==> src/rtl/cipherbox_pkg.sv <==
// Shared types and constants for the cipher box datapath (UART framing -> cipher core).
package cipherbox_pkg;

  typedef enum logic [2:0] {IDLE, MODE, DATA, CHECK, HOLD} state_t;

  localparam logic [7:0]  SOF_DEFAULT = 8'hA5;
  localparam logic [7:0]  MODE_ENC    = 8'h00;
  localparam logic [7:0]  MODE_DEC    = 8'h01;
  localparam int unsigned BLOCK_BITS  = 128;

  function automatic logic is_mode_code(input logic [7:0] b);
    return (b == MODE_ENC) || (b == MODE_DEC);
  endfunction

endpackage

==> src/rtl/inter_byte_timer.sv <==
// Loadable down-counter guarding the gap between consecutive bytes of a frame.
module inter_byte_timer #(
  parameter int unsigned TIMEOUT_CYCLES = 120000
) (
  input  logic clk,
  input  logic nrst,
  input  logic reload,
  input  logic enable,
  output logic expire
);

  localparam int unsigned CW = (TIMEOUT_CYCLES > 1) ? $clog2(TIMEOUT_CYCLES) : 1;

  logic [CW-1:0] count;

  always_ff @(posedge clk or negedge nrst) begin
    if (!nrst) begin
      count <= '0;
    end else if (reload) begin
      count <= CW'(TIMEOUT_CYCLES - 1);
    end else if (enable && (count != '0)) begin
      count <= count - CW'(1);
    end
  end

  // A reload in the zero cycle wins: the parent only acts on expire without a byte.
  assign expire = enable && (count == '0);

endmodule

==> src/rtl/uart_block_assembler.sv <==
// Parses SOF/mode/data/checksum frames from the UART receiver and hands one
// assembled block with its mode to the cipher core over valid/ready.
module uart_block_assembler
  import cipherbox_pkg::*;
#(
  parameter int unsigned SYS_CLK_FREQ   = 12000000,
  parameter int unsigned BLOCK_BYTES    = BLOCK_BITS / 8,
  parameter logic [7:0]  SOF_BYTE       = SOF_DEFAULT,
  parameter int unsigned TIMEOUT_CYCLES = 120000
) (
  input  logic                     clk,
  input  logic                     nrst,
  input  logic                     received,
  input  logic [7:0]               rx_byte,
  input  logic                     recv_error,
  output logic                     block_valid,
  input  logic                     block_ready,
  output logic [8*BLOCK_BYTES-1:0] block_data,
  output logic                     block_mode,
  output logic                     busy,
  output logic                     err_checksum,
  output logic                     err_timeout,
  output logic                     err_mode,
  output logic                     err_overrun,
  output logic                     err_framing
);

  localparam int unsigned BW = 8 * BLOCK_BYTES;
  localparam int unsigned IW = (BLOCK_BYTES > 1) ? $clog2(BLOCK_BYTES) : 1;

  if (SYS_CLK_FREQ == 0 || BLOCK_BYTES < 2) begin : g_bad_cfg
    $error("uart_block_assembler: invalid SYS_CLK_FREQ or BLOCK_BYTES");
  end

  state_t          state, state_nxt;
  logic [7:0]      acc, acc_nxt;
  logic [IW-1:0]   idx, idx_nxt;
  logic [BW-1:0]   data_r, data_nxt;
  logic            mode_r, mode_nxt;
  logic            e_chk_nxt, e_to_nxt, e_mode_nxt, e_ovr_nxt, e_frm_nxt;
  logic            in_frame, accept, tmr_expire;

  assign in_frame = (state == MODE) || (state == DATA) || (state == CHECK);
  assign accept   = received && !recv_error;

  inter_byte_timer #(.TIMEOUT_CYCLES(TIMEOUT_CYCLES)) u_timer (
    .clk    (clk),
    .nrst   (nrst),
    .reload (accept),
    .enable (in_frame),
    .expire (tmr_expire)
  );

  always_comb begin
    state_nxt  = state;
    acc_nxt    = acc;
    idx_nxt    = idx;
    data_nxt   = data_r;
    mode_nxt   = mode_r;
    e_chk_nxt  = 1'b0;
    e_to_nxt   = 1'b0;
    e_mode_nxt = 1'b0;
    e_ovr_nxt  = 1'b0;
    e_frm_nxt  = 1'b0;

    if (recv_error && in_frame) begin
      e_frm_nxt = 1'b1;
      state_nxt = IDLE;
    end else begin
      // Outside a frame a framing error is only reported; HOLD still honours the handshake.
      e_frm_nxt = recv_error;
      unique case (state)
        IDLE: begin
          if (accept && (rx_byte == SOF_BYTE)) begin
            acc_nxt   = '0;
            state_nxt = MODE;
          end
        end
        MODE: begin
          if (accept) begin
            if (is_mode_code(rx_byte)) begin
              mode_nxt  = rx_byte[0];
              acc_nxt   = rx_byte;
              idx_nxt   = '0;
              state_nxt = DATA;
            end else begin
              e_mode_nxt = 1'b1;
              state_nxt  = IDLE;
            end
          end else if (tmr_expire) begin
            e_to_nxt  = 1'b1;
            state_nxt = IDLE;
          end
        end
        DATA: begin
          if (accept) begin
            data_nxt = {data_r[BW-9:0], rx_byte};
            acc_nxt  = acc ^ rx_byte;
            idx_nxt  = idx + IW'(1);
            if (idx == IW'(BLOCK_BYTES - 1)) state_nxt = CHECK;
          end else if (tmr_expire) begin
            e_to_nxt  = 1'b1;
            state_nxt = IDLE;
          end
        end
        CHECK: begin
          if (accept) begin
            if (rx_byte == acc) begin
              state_nxt = HOLD;
            end else begin
              e_chk_nxt = 1'b1;
              state_nxt = IDLE;
            end
          end else if (tmr_expire) begin
            e_to_nxt  = 1'b1;
            state_nxt = IDLE;
          end
        end
        HOLD: begin
          e_ovr_nxt = accept;
          if (block_ready) state_nxt = IDLE;
        end
        default: state_nxt = IDLE;
      endcase
    end
  end

  always_ff @(posedge clk or negedge nrst) begin
    if (!nrst) begin
      state        <= IDLE;
      acc          <= '0;
      idx          <= '0;
      data_r       <= '0;
      mode_r       <= 1'b0;
      err_checksum <= 1'b0;
      err_timeout  <= 1'b0;
      err_mode     <= 1'b0;
      err_overrun  <= 1'b0;
      err_framing  <= 1'b0;
    end else begin
      state        <= state_nxt;
      acc          <= acc_nxt;
      idx          <= idx_nxt;
      data_r       <= data_nxt;
      mode_r       <= mode_nxt;
      err_checksum <= e_chk_nxt;
      err_timeout  <= e_to_nxt;
      err_mode     <= e_mode_nxt;
      err_overrun  <= e_ovr_nxt;
      err_framing  <= e_frm_nxt;
    end
  end

  assign block_valid = (state == HOLD);
  assign busy        = (state != IDLE);
  assign block_data  = data_r;
  assign block_mode  = mode_r;

endmodule

==> config.mk <==
export PLATFORM = sky130hd
export DESIGN_NAME = uart_block_assembler
export DESIGN_NICKNAME = d
export VERILOG_FILES = /design/src/rtl/cipherbox_pkg.sv /design/src/rtl/inter_byte_timer.sv /design/src/rtl/uart_block_assembler.sv
export SDC_FILE = /design/constraint.sdc
export NUM_CORES = 1
export LEC_CHECK = 0
export BUFFER_PORTS_ARGS = -buffer_cell sky130_fd_sc_hd__buf_2
export CAP_MARGIN = 20
export CORE_MARGIN = 4
export CORE_UTILIZATION = 30
export DETAILED_ROUTE_END_ITERATION = 12
export SKIP_LAST_GASP = 1
export SLEW_MARGIN = 20
export SYNTH_ARGS = -nofsm -noshare
export SYNTH_HDL_FRONTEND = slang
export SYNTH_SLANG_ARGS = --single-unit
==> constraint.sdc <==
create_clock -name clk -period 2.1 [get_ports clk]
set_input_delay 0.105 -clock clk [delete_from_list [all_inputs] [get_ports clk]]
set_output_delay 0.105 -clock clk [all_outputs]
set_load 0.02 [all_outputs]
==> key figures, run 1 <==
Power and ir drop
  – Worst vdd ir: 0.423 mV
  – Pleak: 4.74 nW
  – Power, Total: 6.55 mW
  – Power density cells: 729 nW/um^2

Worst setup path
  – Startpoint types: flop
  – Crit Path Class: flop to flop
  – Most frequent CP cell: or4_4
  – Crit Path Max Fanout: 3
  – Critical path cell sequence: or4_4 -> or4_4 -> or4b_4 -> a311o_1
  – Slowest library cell on the worst path: or4_4
  – WP data arrival: 2.54 ns
  – Kind of end point of the critical path: flop
  – Worst path required time: 2.40 ns
  – CP max stage delay: 0.53 ns

Global route
  – Number of global-route vias before repair: 4878
  – Total GRT Usage: 0.125
  – Global-route wire length before repair: 26.0 mm
  – Gr ovfl total: 0
  – Initial antenna violation count: 0
  – Largest net degree at the start of global routing: 58

Floorplanning
  – Die area: 25400 um^2
  – Chip Width: 159 um
  – Core ar.: 22600 um^2
  – Initial Util: 0.304
  – Die height: 159 um
  – Row count: 55
  – # IOs: 149

Run
  – Max_cap viols: 0

Synth
  – Synth Cell Area: 6870 um^2
  – Sequential area share after synthesis: 0.605
  – Post-Syn Nets: 518
  – Synth warn: 0
  – Syn avg cell area: 13.6 um^2
  – FFs w/ async S/R, synth: 1.00
  – Synth cell types: 44
  – Syn Inst Count: 503
  – Commonest register cell after synthesis: dfrtp_1
  – Synth Register Bits: 166
  – EDFF count, synth: 0

STA
  – Tmin final: 2.24 ns
  – Period utilisation layout: 1.07
  – # setup viols final: 7
  – Clock Skew: 0.00880 ns
  – WHS: 0.0322 ns
  – Slew Limit Fails: 0
  – Fmax: 446 MHz
  – Max-slew headroom: 0.596
  – Least-Margin Pin Slew: 0.607 ns
  – Final hold vios: 0
  – RSZ-0062 raised after global routing: yes
  – Setup slack after layout: -0.142 ns

Run status
  – Outcome: finished, violations left
  – Failing checks: negative setup slack

CTS
  – Clock slew at reported path FFs: 0.07 ns
  – Maximum clock path buffer count: 2
  – CTS tree: done
  – CTS root buffer: clkbuf_16
  – CTS buffer count: 17
  – CTS H-tree depth: 4
  – TritonCTS Sinks: 166
  – Worst-skew pair later-pin latency: 0.42 ns

Placed design
  – GP Congestion: 0.751
  – IO buf count: 148
  – Post-DP HPWL: 10.7 mm

Layout
  – Most frequent cells in the layout: dfrtp_1, buf_2, mux2_2
  – Layout cells sized above 1: 0.516
  – Commonest non-fill, non-tap cell in the layout: dfrtp_1
  – Layout Nets: 708
  – N_diodes: 0
  – Layout overhead on the synthesized area: 30.9%

Drt
  – Post-route ant nets: 0
  – Wire per inst: 15.4 um
  – Final wirelength: 15.3 mm
  – DR vias/cell: 4.74
  – Vias: 4697
  – Detailed Routing Iterations Pass 1: 4
  – DRT iter0 DRCs: 259
  – Residual DRC: 0

Worst hold path
  – Worst hold path class: input port to flop
[kinds of logic (layout without fill, tap and decap cells)]
kind of cell,count (synthesis),in the layout,share of synthesized area
adders and majority gates,2,2,0.00364
xor gates and xnor gates,7,7,0.00893
DFF,166,166,0.605
buffers and inverters,41,244,0.0224
muxes,133,133,0.217
and+or+nand+nor,101,101,0.0902
AOI/OAI and AO/OA,53,53,0.0523
[final cells by class]
cell class              count  area (um^2)
fillers                  2155        13600
multi-input cells         296         2620
inverters                  16         60.1
clock inverters            15          165
flip-flops and latches    166         4150
clock buffers              17          425
repair buffers            196         1200
well taps                 285          357
[worst max-delay path, delay by kind of cell (launching register included)]
family / cells / cell delay [ns]
and+or+nand+nor: 3 / 1.48
DFF: 1 / 0.37
AOI/OAI and AO/OA: 1 / 0.28
[worst paths after layout]
| kind | from | end | slack [ns] | cells after the start |
|---|---|---|---|---|
| worst min register to register | block_data[120] | block_data[120] | 0.50 | 1 |
| worst min-delay path | rx_byte[5] | block_data[5] | 0.03 | 2 |
| max in group asynchronous | nrst | err_timeout | 1.16 | 3 |
| worst max-delay path | u_timer.count[11] | u_timer.count[3] | -0.14 | 4 |
| min in group asynchronous | nrst | block_data[41] | 0.22 | 2 |
| worst max register to register | u_timer.count[11] | u_timer.count[3] | -0.14 | 4 |
[synth_stat cells, types with 3 or more instances]
master | n | area (um^2)
o31ai_1 | 6 | 45.0
o22ai_1 | 3 | 18.8
dfrtp_1 | 166 | 4150
and4_1 | 3 | 26.3
clkbuf_1 | 25 | 93.8
a31oi_1 | 4 | 25.0
inv_1 | 16 | 60.1
nand4_1 | 9 | 56.3
o21ai_0 | 14 | 70.1
and2_1 | 3 | 18.8
nor4_1 | 10 | 62.6
nand3_1 | 12 | 60.1
xor2_1 | 5 | 43.8
nor3_1 | 6 | 30.0
mux2i_1 | 4 | 40.0
nor2b_1 | 6 | 37.5
nand2b_1 | 12 | 75.1
mux2_2 | 129 | 1450
a21oi_1 | 7 | 35.0
nand2_1 | 7 | 26.3
nor2_1 | 7 | 26.3
or3_1 | 7 | 43.8
or4_1 | 11 | 82.6
o221ai_1 | 7 | 61.3
[layer usage]
| metal | part of all wire | routed length (um) | GRT usage |
|---|---|---|---|
| met1 | 0.46 | 7070 | 0.165 |
| met3 | 0.057 | 866 | 0.0443 |
| met2 | 0.47 | 7190 | 0.195 |
| met5 | 0 | 0 | 0 |
| met4 | 0.0096 | 146 | 0.0343 |
[where the power goes]
group          total (mW)  switching (mW)  internal (mW)
Combinational       0.177           0.118         0.0591
Clock                3.16            1.38           1.79
Sequential           3.22         0.00937           3.21
[repair_timing]
action	CTS	global route
pin swaps	4	2
hold buffers	9	0
setup buffers	4	0
resized for setup	6	4
setup endpoints to repair	7	8
hold endpoints to repair	64	0
[flip-flops by register name, indices dropped and copies added, names as in the netlist, 3 cells and up]
name           cells
state              3
u_timer.count     17
acc                8
block_data       128
idx                4
[through the flow]
step / area, um^2 / util / instances / setup TNS, ns / setup WS [ns]
final: 8980 / 0.398 / 991 / -0.412 / -0.142
after floorplan: 6870 / - / 503 / -0.360 / -0.120
after global placement: 8230 / 0.364 / 946 / -0.623 / -0.129
after detailed placement: 8230 / 0.364 / 946 / -0.822 / -0.160
after global routing: 8980 / 0.398 / 991 / -0.934 / -0.200
after CTS: 8970 / 0.397 / 991 / -0.454 / -0.156
Note: power is estimated with default switching activity, not from simulation.
==> run 2, diff against run 1 <==
--- a/config.mk
+++ b/config.mk
@@ -7,9 +7,12 @@
 export LEC_CHECK = 0
 export BUFFER_PORTS_ARGS = -buffer_cell sky130_fd_sc_hd__buf_2
 export CAP_MARGIN = 20
+export CORE_ASPECT_RATIO = 1.5
 export CORE_MARGIN = 4
 export CORE_UTILIZATION = 30
 export DETAILED_ROUTE_END_ITERATION = 12
+export HOLD_SLACK_MARGIN = 0.15
+export RECOVER_POWER = 50
 export SKIP_LAST_GASP = 1
 export SLEW_MARGIN = 20
 export SYNTH_ARGS = -nofsm -noshare
==> run 2 against run 1 <==
  * The run still ends with negative setup slack left
  * Wire length rose by 2.9%
  * Final cell count shrank 0.71%
  * Via count rose by 1.8%
  * Final area shrank 1.8%
  * Die area increased by 0.20%
  * Highest routed layer unchanged
  * Sequential share of layout area grew 0.85 points
  * Sequential power barely moved
  * Setup slack got worse by 0.030 ns
==> key figures, run 2 (synthesized netlist as in run 1, its figures left out) <==
STA
  – Max-slew headroom: 0.123 (was 0.596)
  – Final hold vios: 0 (unchanged)
  – Setup_tns: -0.521 ns (was -0.412 ns)
  – Slew Limit Fails: 0 (unchanged)
  – # setup viols final: 4 (was 7)
  – WHS: 0.482 ns (was 0.0322 ns)
  – Period utilisation layout: 1.08 (was 1.07)
  – Clock Skew: 0.0114 ns (was 0.00880 ns)
  – Fmax: 440 MHz (was 446 MHz)
  – Setup slack after layout: -0.172 ns (was -0.142 ns)
  – Least-Margin Pin Slew: 1.31 ns (was 0.607 ns)
  – Tmin final: 2.27 ns (was 2.24 ns)
  – RSZ-0062 raised after global routing: yes (unchanged)

Floorplanning
  – Initial Util: 0.306 (was 0.304)
  – Die height: 193 um (was 159 um)
  – Die area: 25400 um^2 (about the same)
  – # IOs: 149 (unchanged)
  – Core ar.: 22500 um^2 (was 22600 um^2)
  – Row count: 67 (was 55)
  – Chip Width: 132 um (was 159 um)

Drt
  – Wire per inst: 16.0 um (was 15.4 um)
  – DRT iter0 DRCs: 150 (was 259)
  – Post-route ant nets: 0 (unchanged)
  – Residual DRC: 0 (unchanged)
  – Final wirelength: 15.7 mm (was 15.3 mm)
  – DR vias/cell: 4.86 (was 4.74)
  – Detailed Routing Iterations Pass 1: 4 (unchanged)
  – Vias: 4781 (was 4697)

Global route
  – Gr ovfl total: 0 (unchanged)
  – Total GRT Usage: 0.127 (was 0.125)
  – Number of global-route vias before repair: 4917 (was 4878)
  – Global-route wire length before repair: 26.4 mm (was 26.0 mm)
  – Initial antenna violation count: 0 (unchanged)
  – Largest net degree at the start of global routing: 65 (was 58)

CTS
  – TritonCTS Sinks: 166 (unchanged)
  – Clock slew at reported path FFs: 0.07 ns (about the same)
  – CTS buffer count: 17 (unchanged)
  – CTS root buffer: clkbuf_16 (unchanged)
  – CTS tree: done (unchanged)
  – CTS H-tree depth: 4 (unchanged)
  – Maximum clock path buffer count: 2 (unchanged)
  – Worst-skew pair later-pin latency: 0.43 ns (was 0.42 ns)

Placed design
  – Post-DP HPWL: 11.0 mm (was 10.7 mm)
  – Post-place instance area: 8170 um^2 (was 8230 um^2)
  – IO buf count: 148 (unchanged)
  – GP Congestion: 0.737 (was 0.751)

Layout
  – Fill count: 2200 (was 2155)
  – Commonest non-fill, non-tap cell in the layout: dfrtp_1 (unchanged)
  – Layout overhead on the synthesized area: 28.5% (was 30.9%)
  – Layout Nets: 710 (was 708)
  – Most frequent cells in the layout: dfrtp_1, mux2_2, buf_2 (was dfrtp_1, buf_2, mux2_2)
  – Register area: 4150 um^2 (unchanged)
  – Post-route cell area: 8820 um^2 (was 8980 um^2)
  – N_diodes: 0 (unchanged)
  – Max reg flops: 128 (unchanged)
  – Layout cells sized above 1: 0.421 (was 0.516)
  – Area occupied by multi-input gates: 2610 um^2 (was 2620 um^2)

Worst setup path
  – WP data arrival: 2.58 ns (was 2.54 ns)
  – Kind of end point of the critical path: flop (unchanged)
  – Worst path required time: 2.41 ns (was 2.40 ns)
  – Startpoint types: flop (unchanged)
  – R2r worst-path depth: 4 (unchanged)
  – Crit Path Class: flop to flop (unchanged)
  – Crit Path Max Fanout: 3 (unchanged)

Worst hold path
  – Hold path depth: 2 (unchanged)
  – Worst hold path class: input port to flop (unchanged)

Run status
  – Outcome: finished, violations left (unchanged)
  – Failing checks: negative setup slack (unchanged)

Power and ir drop
  – Pleak: 4.43 nW (was 4.74 nW)
  – Power density cells: 719 nW/um^2 (was 729 nW/um^2)
  – Worst vdd ir: 0.525 mV (was 0.423 mV)

Run
  – Max_cap viols: 0 (unchanged)
[run 2: changes by cell type in the layout (fill, tap and decap cells not counted), moves of 2 or more]
| cell | previous run | this run |
|---|---|---|
| nor4_2 | 1 | 3 |
| buf_12 | 6 | 2 |
| clkbuf_1 | 0 | 64 |
| bufinv_16 | 2 | 0 |
| inv_6 | 6 | 4 |
| clkinv_4 | 0 | 2 |
| buf_2 | 147 | 83 |
| dlygate4sd3_1 | 9 | 13 |
| nor4_1 | 9 | 7 |
[run 2: worst max-delay path, stage by stage, from the launching register on]
cell and delay [ns]:
dfrtp_1 0.38, or4_4 0.54, or4_4 0.44, or4b_4 0.52, a311o_1 0.28
[run 2: stage by stage]
stage               total power [mW]  worst slack (ns)   util  std cells
global route                    6.61            -0.246  0.393        984
global placement                3.45            -0.158  0.364        934
finish                          6.34            -0.172  0.393        984
detailed placement              3.45            -0.186  0.364        934
CTS                             6.48            -0.174  0.396        984
floorplan                       3.32            -0.120      -        503
[run 2: final timing paths]
path,start,slack [ns],endpoint
setup reg to reg,u_timer.count[11],-0.17,u_timer.count[3]
hold reg to reg,block_data[120],0.50,block_data[120]
hold / removal,recv_error,0.48,err_framing
max in group asynchronous,nrst,0.37,u_timer.count[0]
min in group asynchronous,nrst,0.52,block_data[113]
setup / recovery,u_timer.count[11],-0.17,u_timer.count[3]
[run 2: repair_timing]
| action | CTS | global route |
|---|---|---|
| resized for setup | 3 | 7 |
| pin swaps | 1 | 0 |
| endpoints found under the hold margin | 188 | 0 |
| endpoints found under the setup margin | 7 | 10 |
| setup buffers | 5 | 0 |
| hold buffers | 13 | 0 |
[run 2: power breakdown]
group | switching [mW] | total (mW) | internal [mW]
combinational | 0.120 | 0.177 | 0.0574
sequential | 0.00995 | 3.22 | 3.21
clock | 1.37 | 2.95 | 1.58
[run 2: area by class of cell]
class	instances	share of cell area
clock inverters	14	0.0129
repair buffers	198	0.125
well taps	276	0.0391
inverters	16	0.00681
flip-flops and latches	166	0.471
clock buffers	18	0.0498
multi-input cells	296	0.296
[run 2: routing by layer]
metal,wire [um],global-route usage,up-vias
met5,0,0,-
li1,-,-,2235
met4,278,0.0490,0
met3,864,0.0392,20
met1,6740,0.156,2390
met2,7830,0.211,136
